--- config.mk ---
export PLATFORM = sky130hd
export DESIGN_NAME = alu_pipe
export DESIGN_NICKNAME = d
export VERILOG_FILES = /design/src/rtl/alu_pkg.sv /design/src/rtl/alu_core.sv /design/src/rtl/alu_pipe.sv
export SDC_FILE = /design/constraint.sdc
export NUM_CORES = 1
export LEC_CHECK = 0
export BUFFER_PORTS_ARGS = -buffer_cell sky130_fd_sc_hd__buf_2
export CORE_UTILIZATION = 59
export CTS_CLUSTER_DIAMETER = 150
export DETAILED_ROUTE_END_ITERATION = 10
export PLACE_DENSITY = 0.81
export SLEW_MARGIN = 0
export SYNTH_ARGS = -nofsm -noshare
export SYNTH_HDL_FRONTEND = slang
export SYNTH_SLANG_ARGS = --single-unit
--- constraint.sdc ---
create_clock -name clk -period 3.18 [get_ports clk]
set_input_delay 0.636 -clock clk [delete_from_list [all_inputs] [get_ports clk]]
set_output_delay 0.636 -clock clk [all_outputs]
set_load 0.01 [all_outputs]
--- src/rtl/alu_pkg.sv ---
// alu_pkg: opcodes, flag bit positions and FSM states shared by the alu_pipe slice
package alu_pkg;
  typedef enum logic [3:0] {
    OP_ADD  = 4'b0000,
    OP_SUB  = 4'b0001,
    OP_AND  = 4'b0010,
    OP_OR   = 4'b0011,
    OP_NAND = 4'b0100,
    OP_NOR  = 4'b0101,
    OP_NOT  = 4'b0110,
    OP_XOR  = 4'b0111,
    OP_XNOR = 4'b1000,
    OP_ADC  = 4'b1001,
    OP_SBB  = 4'b1010,
    OP_SHL  = 4'b1011,
    OP_SHR  = 4'b1100,
    OP_SAR  = 4'b1101,
    OP_CMP  = 4'b1110,
    OP_RSVD = 4'b1111
  } alu_op_e;
  localparam int FLAG_C = 3;
  localparam int FLAG_Z = 2;
  localparam int FLAG_N = 1;
  localparam int FLAG_V = 0;
  typedef enum logic {ST_IDLE, ST_SHIFT} state_e;
  function automatic logic is_shift(alu_op_e op);
    return op inside {OP_SHL, OP_SHR, OP_SAR};
  endfunction
endpackage

--- src/rtl/alu_core.sv ---
// alu_core: combinational result, carry and overflow for every non-shift opcode
module alu_core import alu_pkg::*; #(
  parameter int WIDTH = 8
) (
  input  logic [WIDTH-1:0] a,
  input  logic [WIDTH-1:0] b,
  input  alu_op_e          op,
  input  logic             c_in,
  input  logic             c_flag,
  output logic [WIDTH-1:0] r,
  output logic             c,
  output logic             v
);
  localparam int M = WIDTH - 1;
  logic             sub;
  logic             ci;
  logic [WIDTH:0]   s;
  // one shared WIDTH+1 bit adder; subtraction is A + ~B + carry
  always_comb begin
    sub = op inside {OP_SUB, OP_SBB, OP_CMP};
    ci  = (op == OP_ADD) ? c_in : (op inside {OP_ADC, OP_SBB}) ? c_flag : sub;
    s   = {1'b0, a} + {1'b0, sub ? ~b : b} + {{WIDTH{1'b0}}, ci};
    r   = '0;
    c   = 1'b0;
    v   = 1'b0;
    case (op)
      OP_ADD, OP_ADC: begin
        r = s[M:0];
        c = s[WIDTH];
        v = (a[M] == b[M]) && (s[M] != a[M]);
      end
      OP_SUB, OP_SBB, OP_CMP: begin
        r = s[M:0];
        c = s[WIDTH];
        v = (a[M] != b[M]) && (s[M] != a[M]);
      end
      OP_AND:  r = a & b;
      OP_OR:   r = a | b;
      OP_NAND: r = ~(a & b);
      OP_NOR:  r = ~(a | b);
      OP_NOT:  r = ~a;
      OP_XOR:  r = a ^ b;
      OP_XNOR: r = ~(a ^ b);
      default: r = '0;
    endcase
  end
endmodule

--- src/rtl/alu_pipe.sv ---
// alu_pipe: registered ALU with flag register, one-bit-per-cycle shifter and valid/ready handshakes
module alu_pipe import alu_pkg::*; #(
  parameter int WIDTH   = 8,
  parameter int SHAMT_W = $clog2(WIDTH)
) (
  input  logic             clk,
  input  logic             rst,
  input  logic             in_valid,
  output logic             in_ready,
  input  logic [WIDTH-1:0] A,
  input  logic [WIDTH-1:0] B,
  input  logic [3:0]       sel,
  input  logic             c_in,
  output logic             out_valid,
  input  logic             out_ready,
  output logic [WIDTH-1:0] Y,
  output logic [3:0]       flags
);
  localparam int M = WIDTH - 1;
  state_e             state_q, state_d;
  alu_op_e            op_q, op_d;
  logic [WIDTH-1:0]   sh_q, sh_d, y_q, y_d;
  logic [SHAMT_W-1:0] cnt_q, cnt_d;
  logic [3:0]         flags_q, flags_d;
  logic               out_valid_q, out_valid_d;
  logic [WIDTH-1:0]   r, sh_nx;
  logic               c, v, sh_out, accept;
  alu_op_e            op_in;
  logic [SHAMT_W-1:0] amt;
  assign op_in     = alu_op_e'(sel);
  assign amt       = B[SHAMT_W-1:0];
  assign in_ready  = (state_q == ST_IDLE) && (!out_valid_q || out_ready);
  assign accept    = in_valid && in_ready;
  assign Y         = y_q;
  assign flags     = flags_q;
  assign out_valid = out_valid_q;
  alu_core #(.WIDTH(WIDTH)) u_core (
    .a      (A),
    .b      (B),
    .op     (op_in),
    .c_in   (c_in),
    .c_flag (flags_q[FLAG_C]),
    .r      (r),
    .c      (c),
    .v      (v)
  );
  // single shift step of the working register; sh_out is the bit falling off
  always_comb begin
    sh_nx  = (op_q == OP_SHL) ? {sh_q[M-1:0], 1'b0} : {(op_q == OP_SAR) & sh_q[M], sh_q[M:1]};
    sh_out = (op_q == OP_SHL) ? sh_q[M] : sh_q[0];
  end
  // IDLE/SHIFT sequencing; every result load updates Y, flags and out_valid together
  always_comb begin
    state_d     = state_q;
    op_d        = op_q;
    sh_d        = sh_q;
    cnt_d       = cnt_q;
    y_d         = y_q;
    flags_d     = flags_q;
    out_valid_d = out_valid_q && !out_ready;
    if (state_q == ST_SHIFT) begin
      sh_d  = sh_nx;
      cnt_d = cnt_q - SHAMT_W'(1);
      if (cnt_q == SHAMT_W'(1)) begin
        y_d         = sh_nx;
        flags_d     = {sh_out, sh_nx == '0, sh_nx[M], 1'b0};
        out_valid_d = 1'b1;
        state_d     = ST_IDLE;
      end
    end else if (accept) begin
      if (is_shift(op_in) && amt != '0) begin
        state_d = ST_SHIFT;
        op_d    = op_in;
        sh_d    = A;
        cnt_d   = amt;
      end else if (is_shift(op_in)) begin
        y_d         = A;
        flags_d     = {1'b0, A == '0, A[M], 1'b0};
        out_valid_d = 1'b1;
      end else begin
        y_d         = (op_in == OP_CMP) ? A : r;
        flags_d     = {c, r == '0, r[M], v};
        out_valid_d = 1'b1;
      end
    end
  end
  // state and output registers; reset drops any shift in flight
  always_ff @(posedge clk or posedge rst) begin
    if (rst) begin
      state_q     <= ST_IDLE;
      op_q        <= OP_ADD;
      sh_q        <= '0;
      cnt_q       <= '0;
      y_q         <= '0;
      flags_q     <= '0;
      out_valid_q <= 1'b0;
    end else begin
      state_q     <= state_d;
      op_q        <= op_d;
      sh_q        <= sh_d;
      cnt_q       <= cnt_d;
      y_q         <= y_d;
      flags_q     <= flags_d;
      out_valid_q <= out_valid_d;
    end
  end
endmodule

After elaboration in Yosys (flattened, before gate mapping)
Index checks and enable logic that the tools add are counted.
W data, S select, Z words.
{ "op_classes": {"bitwise_logic": 10, "muxes": 33, "reduce_logical": 25, "add_sub_neg": 3, "n_eq_ne": 22} }
{ "op_table": {"columns": ["operator", "count"], "rows": [
  ["$mux W8", 11],
  ["$pmux W8 S8", 1],
  ["$not A8 Y8", 5],
  ["$eq A4 B4 Y1 const B", 9],
  ["$logic_not A8 Y1", 3],
  ["$mux W4", 5],
  ["$eq A4 B3 Y1 const B", 4],
  ["$mux W1", 12],
  ["$add A8 B8 Y9", 1],
  ["$add A9 B1 Y9", 1],
  ["$mux W3", 3],
  ["$reduce_bool A3 Y1", 3],
  ["$and A8 B8 Y8", 1],
  ["$eq A4 B2 Y1 const B", 2],
  ["$or A8 B8 Y8", 1],
  ["$xor A8 B8 Y8", 1],
  ["$logic_and A1 B1 Y1", 6],
  ["$reduce_and A3 Y1", 2],
  ["$reduce_bool A2 Y1", 3],
  ["$reduce_or A5 Y1", 1],
  ["$eq A4 B1 Y1 const B", 1],
  ["$logic_not A4 Y1", 1],
  ["$eq A3 B1 Y1 const B", 1],
  ["$reduce_or A3 Y1", 1],
  ["12 further kinds", 14]
]} }
{ "totals": {"register_bits": 29, "word_cells": 100, "out_inout_bits": 14, "input_bits": 25} }

Longest topological paths before layout
{ "logic_depth": {"ltp_word": 12, "depth_mapped": 15, "mapped_depth_nobuf": 13} }

Modules after synthesis
Synthesis repeated with hierarchy kept, for this count alone.
{ "unflattened": {"hier_cells": 351, "area_unflattened_um2": 3039.2} }
{ "modules_own_cells": {"columns": ["mod", "seq_area_each_um2", "cells_each", "instances", "area_each_um2"], "rows": [
  ["alu_pipe", 725.7, 162, 1, 1641.6],
  ["alu_core", 0.0, 189, 1, 1397.6]
]} }

Least setup slack after synthesis
OpenSTA, ideal clock, no wires.
{ "synth_timing": {"kind": "in2reg", "start": "input port sel[1]", "end": "register y_q[6], in the netlist Y[6]", "setup_time_ns": 0.125, "t_arrival_ns": 3.377, "path_slack_ns": -0.322, "required_ns": 3.055, "cell_stages": 14, "path_cell_list": "buf_4 > and3b_1 > a31oi_1 > buf_2 > xnor2_1 > fa_1 > fa_1 > nand3_1 > nand2_1 > a21o_1 > and4_1 > nor3_1 > a31oi_1 > mux2_2"} }
{ "synth_via": {"elab_chain_len": 11} }
{ "synth_rtl": {"columns": ["element", "line_no", "rtl"], "rows": [
  ["start: declaration", "alu_pipe.sv:12", "input logic [3:0] sel,"],
  ["$eq A4 B1 Y1, or another cell as far along", "alu_core.sv:20, alu_core.sv:26", null],
  ["$reduce_bool A3 Y1 / $reduce_bool A2 Y1 (equally long branches)", "alu_core.sv:20, alu_core.sv:21", null],
  ["$mux W8 / $mux W1 (equally long branches)", "alu_core.sv:22, alu_core.sv:21", null],
  ["$add A8 B8 Y9 / $mux W1 (equally long branches)", "alu_core.sv:22, alu_core.sv:21", null],
  ["$add A9 B1 Y9", "alu_core.sv:22", "s = {1'b0, a} + {1'b0, sub ? ~b : b} + {{WIDTH{1'b0}}, ci};"],
  ["$pmux W8 S8", "alu_core.sv:26", "case (op)"],
  ["$mux W8", "alu_pipe.sv:81", "y_d = (op_in == OP_CMP) ? A : r;"],
  ["$mux W8", "alu_pipe.sv:76", "end else if (is_shift(op_in)) begin"],
  ["$mux W8", "alu_pipe.sv:71", "if (is_shift(op_in) && amt != '0) begin"],
  ["$mux W8", "alu_pipe.sv:70", "end else if (accept) begin"],
  ["$mux W8", "alu_pipe.sv:61", "if (state_q == ST_SHIFT) begin"],
  ["end signal: assignment", "alu_pipe.sv:102", "y_q <= y_d;"],
  ["end: declaration", "alu_pipe.sv:22", "logic [WIDTH-1:0] sh_q, sh_d, y_q, y_d;"]
]} }
Parallel ways exist; a longest one is shown, timed or not. The select of a mux whose other input is x is not followed.
A chain may end at the register's enable or synchronous reset.

Worst setup path after layout
{ "layout_timing": {"start": "input port sel[3]", "end": "register flags_q[2], in the netlist flags[2]"} }
{ "layout_via": {"elab_chain_len": 11} }
{ "layout_rtl": {"columns": ["element", "line_no", "rtl"], "rows": [
  ["$eq A4 B1 Y1, or another cell as far along", "alu_core.sv:20, alu_core.sv:26", null],
  ["$reduce_bool A3 Y1 / $reduce_bool A2 Y1 (equally long branches)", "alu_core.sv:20, alu_core.sv:21", null],
  ["$mux W8 / $mux W1 (equally long branches)", "alu_core.sv:22, alu_core.sv:21", null],
  ["$add A8 B8 Y9 / $mux W1 (equally long branches)", "alu_core.sv:22, alu_core.sv:21", null],
  ["$add A9 B1 Y9", "alu_core.sv:22", null],
  ["$pmux W8 S8", "alu_core.sv:26", null],
  ["$logic_not A8 Y1", "alu_pipe.sv:82", "flags_d = {c, r == '0, r[M], v};"],
  ["$mux W4", "alu_pipe.sv:76", null],
  ["$mux W4", "alu_pipe.sv:71", null],
  ["$mux W4", "alu_pipe.sv:70", null],
  ["$mux W4", "alu_pipe.sv:61", null],
  ["end signal: assignment", "alu_pipe.sv:103", "flags_q <= flags_d;"],
  ["end: declaration", "alu_pipe.sv:24", "logic [3:0] flags_q, flags_d;"]
]} }
Parallel ways exist; a longest one is shown, timed or not. The select of a mux whose other input is x is not followed.

==> run summary <==
### Synth
* **top cell types by occurrence after synthesis** nor2_1, inv_1, dfrtp_1, nand2_1, a21oi_1
* **number of synthesized flops with an enable pin** 0
* **Post-Synth Simple-Gate Area** 19.6%
* **Primary FF master, synth** dfrtp_1
* **number of distinct library cells after synthesis** 64
* **sequential share of the synthesized area** 24.7%
* **Syn Std Cell Area** 2940 um^2
* **cells after synthesis** 357
* **share of the synthesized area in the top cell type** 24.7%
* **total number of yosys warnings** 0
* **fraction of the mapped netlist area in adder cells** 12.0%
* **xor/xnor share of the synthesized area** 4.77%
* **multiplexer share of the synthesized area** 7.92%
* **top cells by area in the synthesized netlist** dfrtp_1, ha_1, nor2_1, a21oi_1, mux2i_1
* **most frequent cell after synthesis** nor2_1
* **main combinational cell family by area after synthesis** compound AO/OA/AOI/OAI gates
* **library cell with the largest summed area after synthesis** dfrtp_1
* **complex-gate fraction of the synthesized area** 22.6%
* **synthesized netlist net count** 409
* **share of synthesized flip-flops with an asynchronous set or reset** 100%
* **Post-Synthesis Mean Instance Area** 8.23 um^2
* **number of synthesized register bits** 29

### Timing
* **transition time at the pin with the least slew margin** 0.669 ns
* **RSZ-0062 raised after global routing** false
* **shortest clock period the worst path allows after layout** 3.03 ns
* **setup slack of the critical path after layout** 0.148 ns
* **hold slack final** 0.402 ns
* **max-slew violation count** 0
* **worst-case headroom to the max-slew limit** 55.4%
* **Peak Freq** 330 MHz
* **Max Clock Skew** 0.00692 ns
* **accumulated negative setup slack** 0 ns
* **final setup fails** 0
* **final number of hold-violating endpoints** 0
* **post-route clock period utilization** 95.4%

### Floorplanning
* **die width** 72.6 um
* **core region area** 4750 um^2
* **Total Die Area** 5270 um^2
* **starting density of the core** 61.8%
* **Top-Level Pins** 39
* **number of rows in the core area** 25
* **Die Y-Extent** 72.6 um

### Layout
* **number of antenna diodes** 0
* **fillcell total** 378
* **synthesis-to-layout area growth** 18.6%
* **number of non-filler instances in the completed layout** 484
* **Total Nets Final** 468
* **layout cells sized above 1** 25.9%

### Global routing
* **number of antenna violations at the first check in global routing** 0
* **total congestion overflow after global routing** 0
* **number of global-route vias before repair** 2762
* **global-route usage over all layers** 32.4%
* **first-pass GRT wire length** 13200 um
* **pin count of the biggest net entering global routing** 30

### Clock tree
* **clock slew at the register clock pins of the worst setup and hold paths** 0.07 ns
* **H-tree lvl count** 2
* **clock insertion delay at the later pin of the skew report** 0.29 ns
* **CTS buffer count** 5
* **Post-CTS Hold Buffers** 0
* **Sinks on Clock Net** 29
* **maximum clock path buffer count** 2
* **root cell of the clock tree** clkbuf_8
* **TritonCTS clock tree** done

### Pwr
* **leakage power total** 1.67 nW
* **internal power** 1.24 mW
* **switching share of total power** 41.7%
* **power density of the placed cells** 611 nW/um^2
* **peak supply drop** 577 uV
* **fraction of power consumed by the clock network** 15.9%
* **combinational share of power** 51.5%
* **sequential share of power** 32.6%
* **Net Switching** 0.888 mW

### Route
* **post-detailed-route wirelength per cell** 16.3 um
* **total number of vias** 2888
* **first-pass detailed-route iteration total** 4
* **DRT iter0 DRCs** 181
* **sum of routed wire length over all layers** 7870 um
* **number of DRC violations after detailed routing** 0
* **Via-to-Cell Ratio** 5.97
* **number of nets still failing antenna checks after routing** 0

### Run
* **max-capacitance violation count** 0

### Critical path
* **largest fanout on the critical path** 5
* **Worst Path Arrival** 3.24 ns
* **sum of buffers and inverters on the critical path** 2
* **crit path max-delay cell type** fa_2
* **critical path, cell by cell** buf_2 > and3b_1 > a31oi_1 > buf_4 > xnor2_2 > fa_2 > fa_2 > nand3_2 > nand2_2 > xor2_2 > a2111oi_2 > and3_1 > nand4_1 > a31oi_1
* **type of the worst setup path** in -> reg
* **launching element type of the critical path** input port
* **largest delay contributor family on the critical path** adder cells
* **required time at the worst-slack endpoint** 3.39 ns
* **largest incremental delay on the critical path** 0.39 ns
* **Critical Path Sink Type** flop

### Placement
* **Cell Count Post-Placement** 475
* **post-place setup slack** -0.196 ns
* **total of buffers placed on input and output ports** 38
* **HPWL after detailed placement** 6030 um
* **final RePlAce weighted congestion** 0.913

### Status
* **run status** finished clean

### Worst hold path
* **hold crit path type** in -> async

## per-layer routing
| layer | global-route usage (%) | share of wire [%] | up-vias |
|---|---|---|---|
| met5 | 0 | 0 | - |
| met3 | 6.08 | 6.6 | 26 |
| met2 | 51.4 | 46 | 132 |
| met4 | 12.0 | 3.2 | 0 |
| met1 | 44.2 | 44 | 1337 |
| li1 | - | - | 1393 |
## cell families after synthesis
| family | count (synthesis) |
|---|---|
| fa+ha+maj | 27 |
| buf+inv | 53 |
| compound gates | 96 |
| mux | 20 |
| simple gates | 116 |
| flops | 29 |
| xor+xnor | 16 |
## worst min-delay path: cells and delay by family
family	cells	cell delay, ns
buf+inv	3	0.46
## power groups by stage
stage	clock [mW]	sequential [mW]	combinational [mW]
2_1_floorplan	0	0.689	0.718
3_3_place_gp	0	0.682	1.04
3_5_place_dp	0	0.687	1.07
4_1_cts	0.337	0.686	1.09
5_1_grt	0.360	0.708	1.21
6_report	0.339	0.694	1.10
## stage by stage
| step | utilization [%] | instance area [um^2] | total power [mW] |
|---|---|---|---|
| floorplan | - | 2980 | 1.41 |
| global placement | 70.8 | 3370 | 1.72 |
| detailed placement | 70.8 | 3370 | 1.76 |
| CTS | 73.0 | 3470 | 2.11 |
| global route | 73.3 | 3480 | 2.28 |
| finish | 73.3 | 3480 | 2.13 |
## final timing paths
check | from | end | slack (ns) | cells past startpoint
max in group asynchronous | rst | flags[3] | 2.50 | 3
max | sel[3] | flags[2] | 0.15 | 14
max reg2reg | flags[3] | flags[2] | 0.41 | 13
min | rst | state_q | 0.40 | 3
min in group clk | op_q[3] | op_q[3] | 0.50 | 1
min reg2reg | op_q[3] | op_q[3] | 0.50 | 1
## registers in the layout, indices dropped and copies added, names as in the netlist
| name | cells |
|---|---|
| out_valid | 1 |
| op_q | 4 |
| flags | 4 |
| cnt_q | 3 |
| state_q | 1 |
| Y | 8 |
| sh_q | 8 |
## cells in the final DEF (no fill, tap or decap), drive strengths merged, types with 3 or more instances in the layout
master / netlist / final
mux2: 6 / 6
xnor2: 13 / 13
o21ai: 14 / 14
a221o: 3 / 3
clkbuf: 8 / 7
a21o: 3 / 3
nor2: 38 / 38
nand3: 7 / 7
dfrtp: 29 / 29
a211oi: 7 / 7
or3: 3 / 3
ha: 25 / 25
a31oi: 12 / 12
nor4: 4 / 4
mux2i: 12 / 12
nand2: 29 / 29
inv: 32 / 32
nor3: 7 / 7
a21oi: 26 / 26
o221ai: 4 / 4
nor2b: 6 / 6
nand2b: 5 / 5
o211ai: 5 / 5
buf: 13 / 73
xor2: 3 / 3
o22ai: 3 / 3
## area by class of cell
cell class	instances	area [um^2]	area share [%]
Clock buffer	7	96.3	2.76
Clock inverter	1	5.00	0.144
Inverter	32	120	3.45
Multi-Input combinational cell	275	2000	57.4
Sequential cell	29	726	20.8
Tap cell	67	83.8	2.41
Timing Repair Buffer	73	453	13.0
## what timing repair did
action,CTS,global route
setup endpoints to repair,0,2
setup buffers,0,1
resized for setup,0,1
Note: power is estimated with default switching activity, not from simulation.
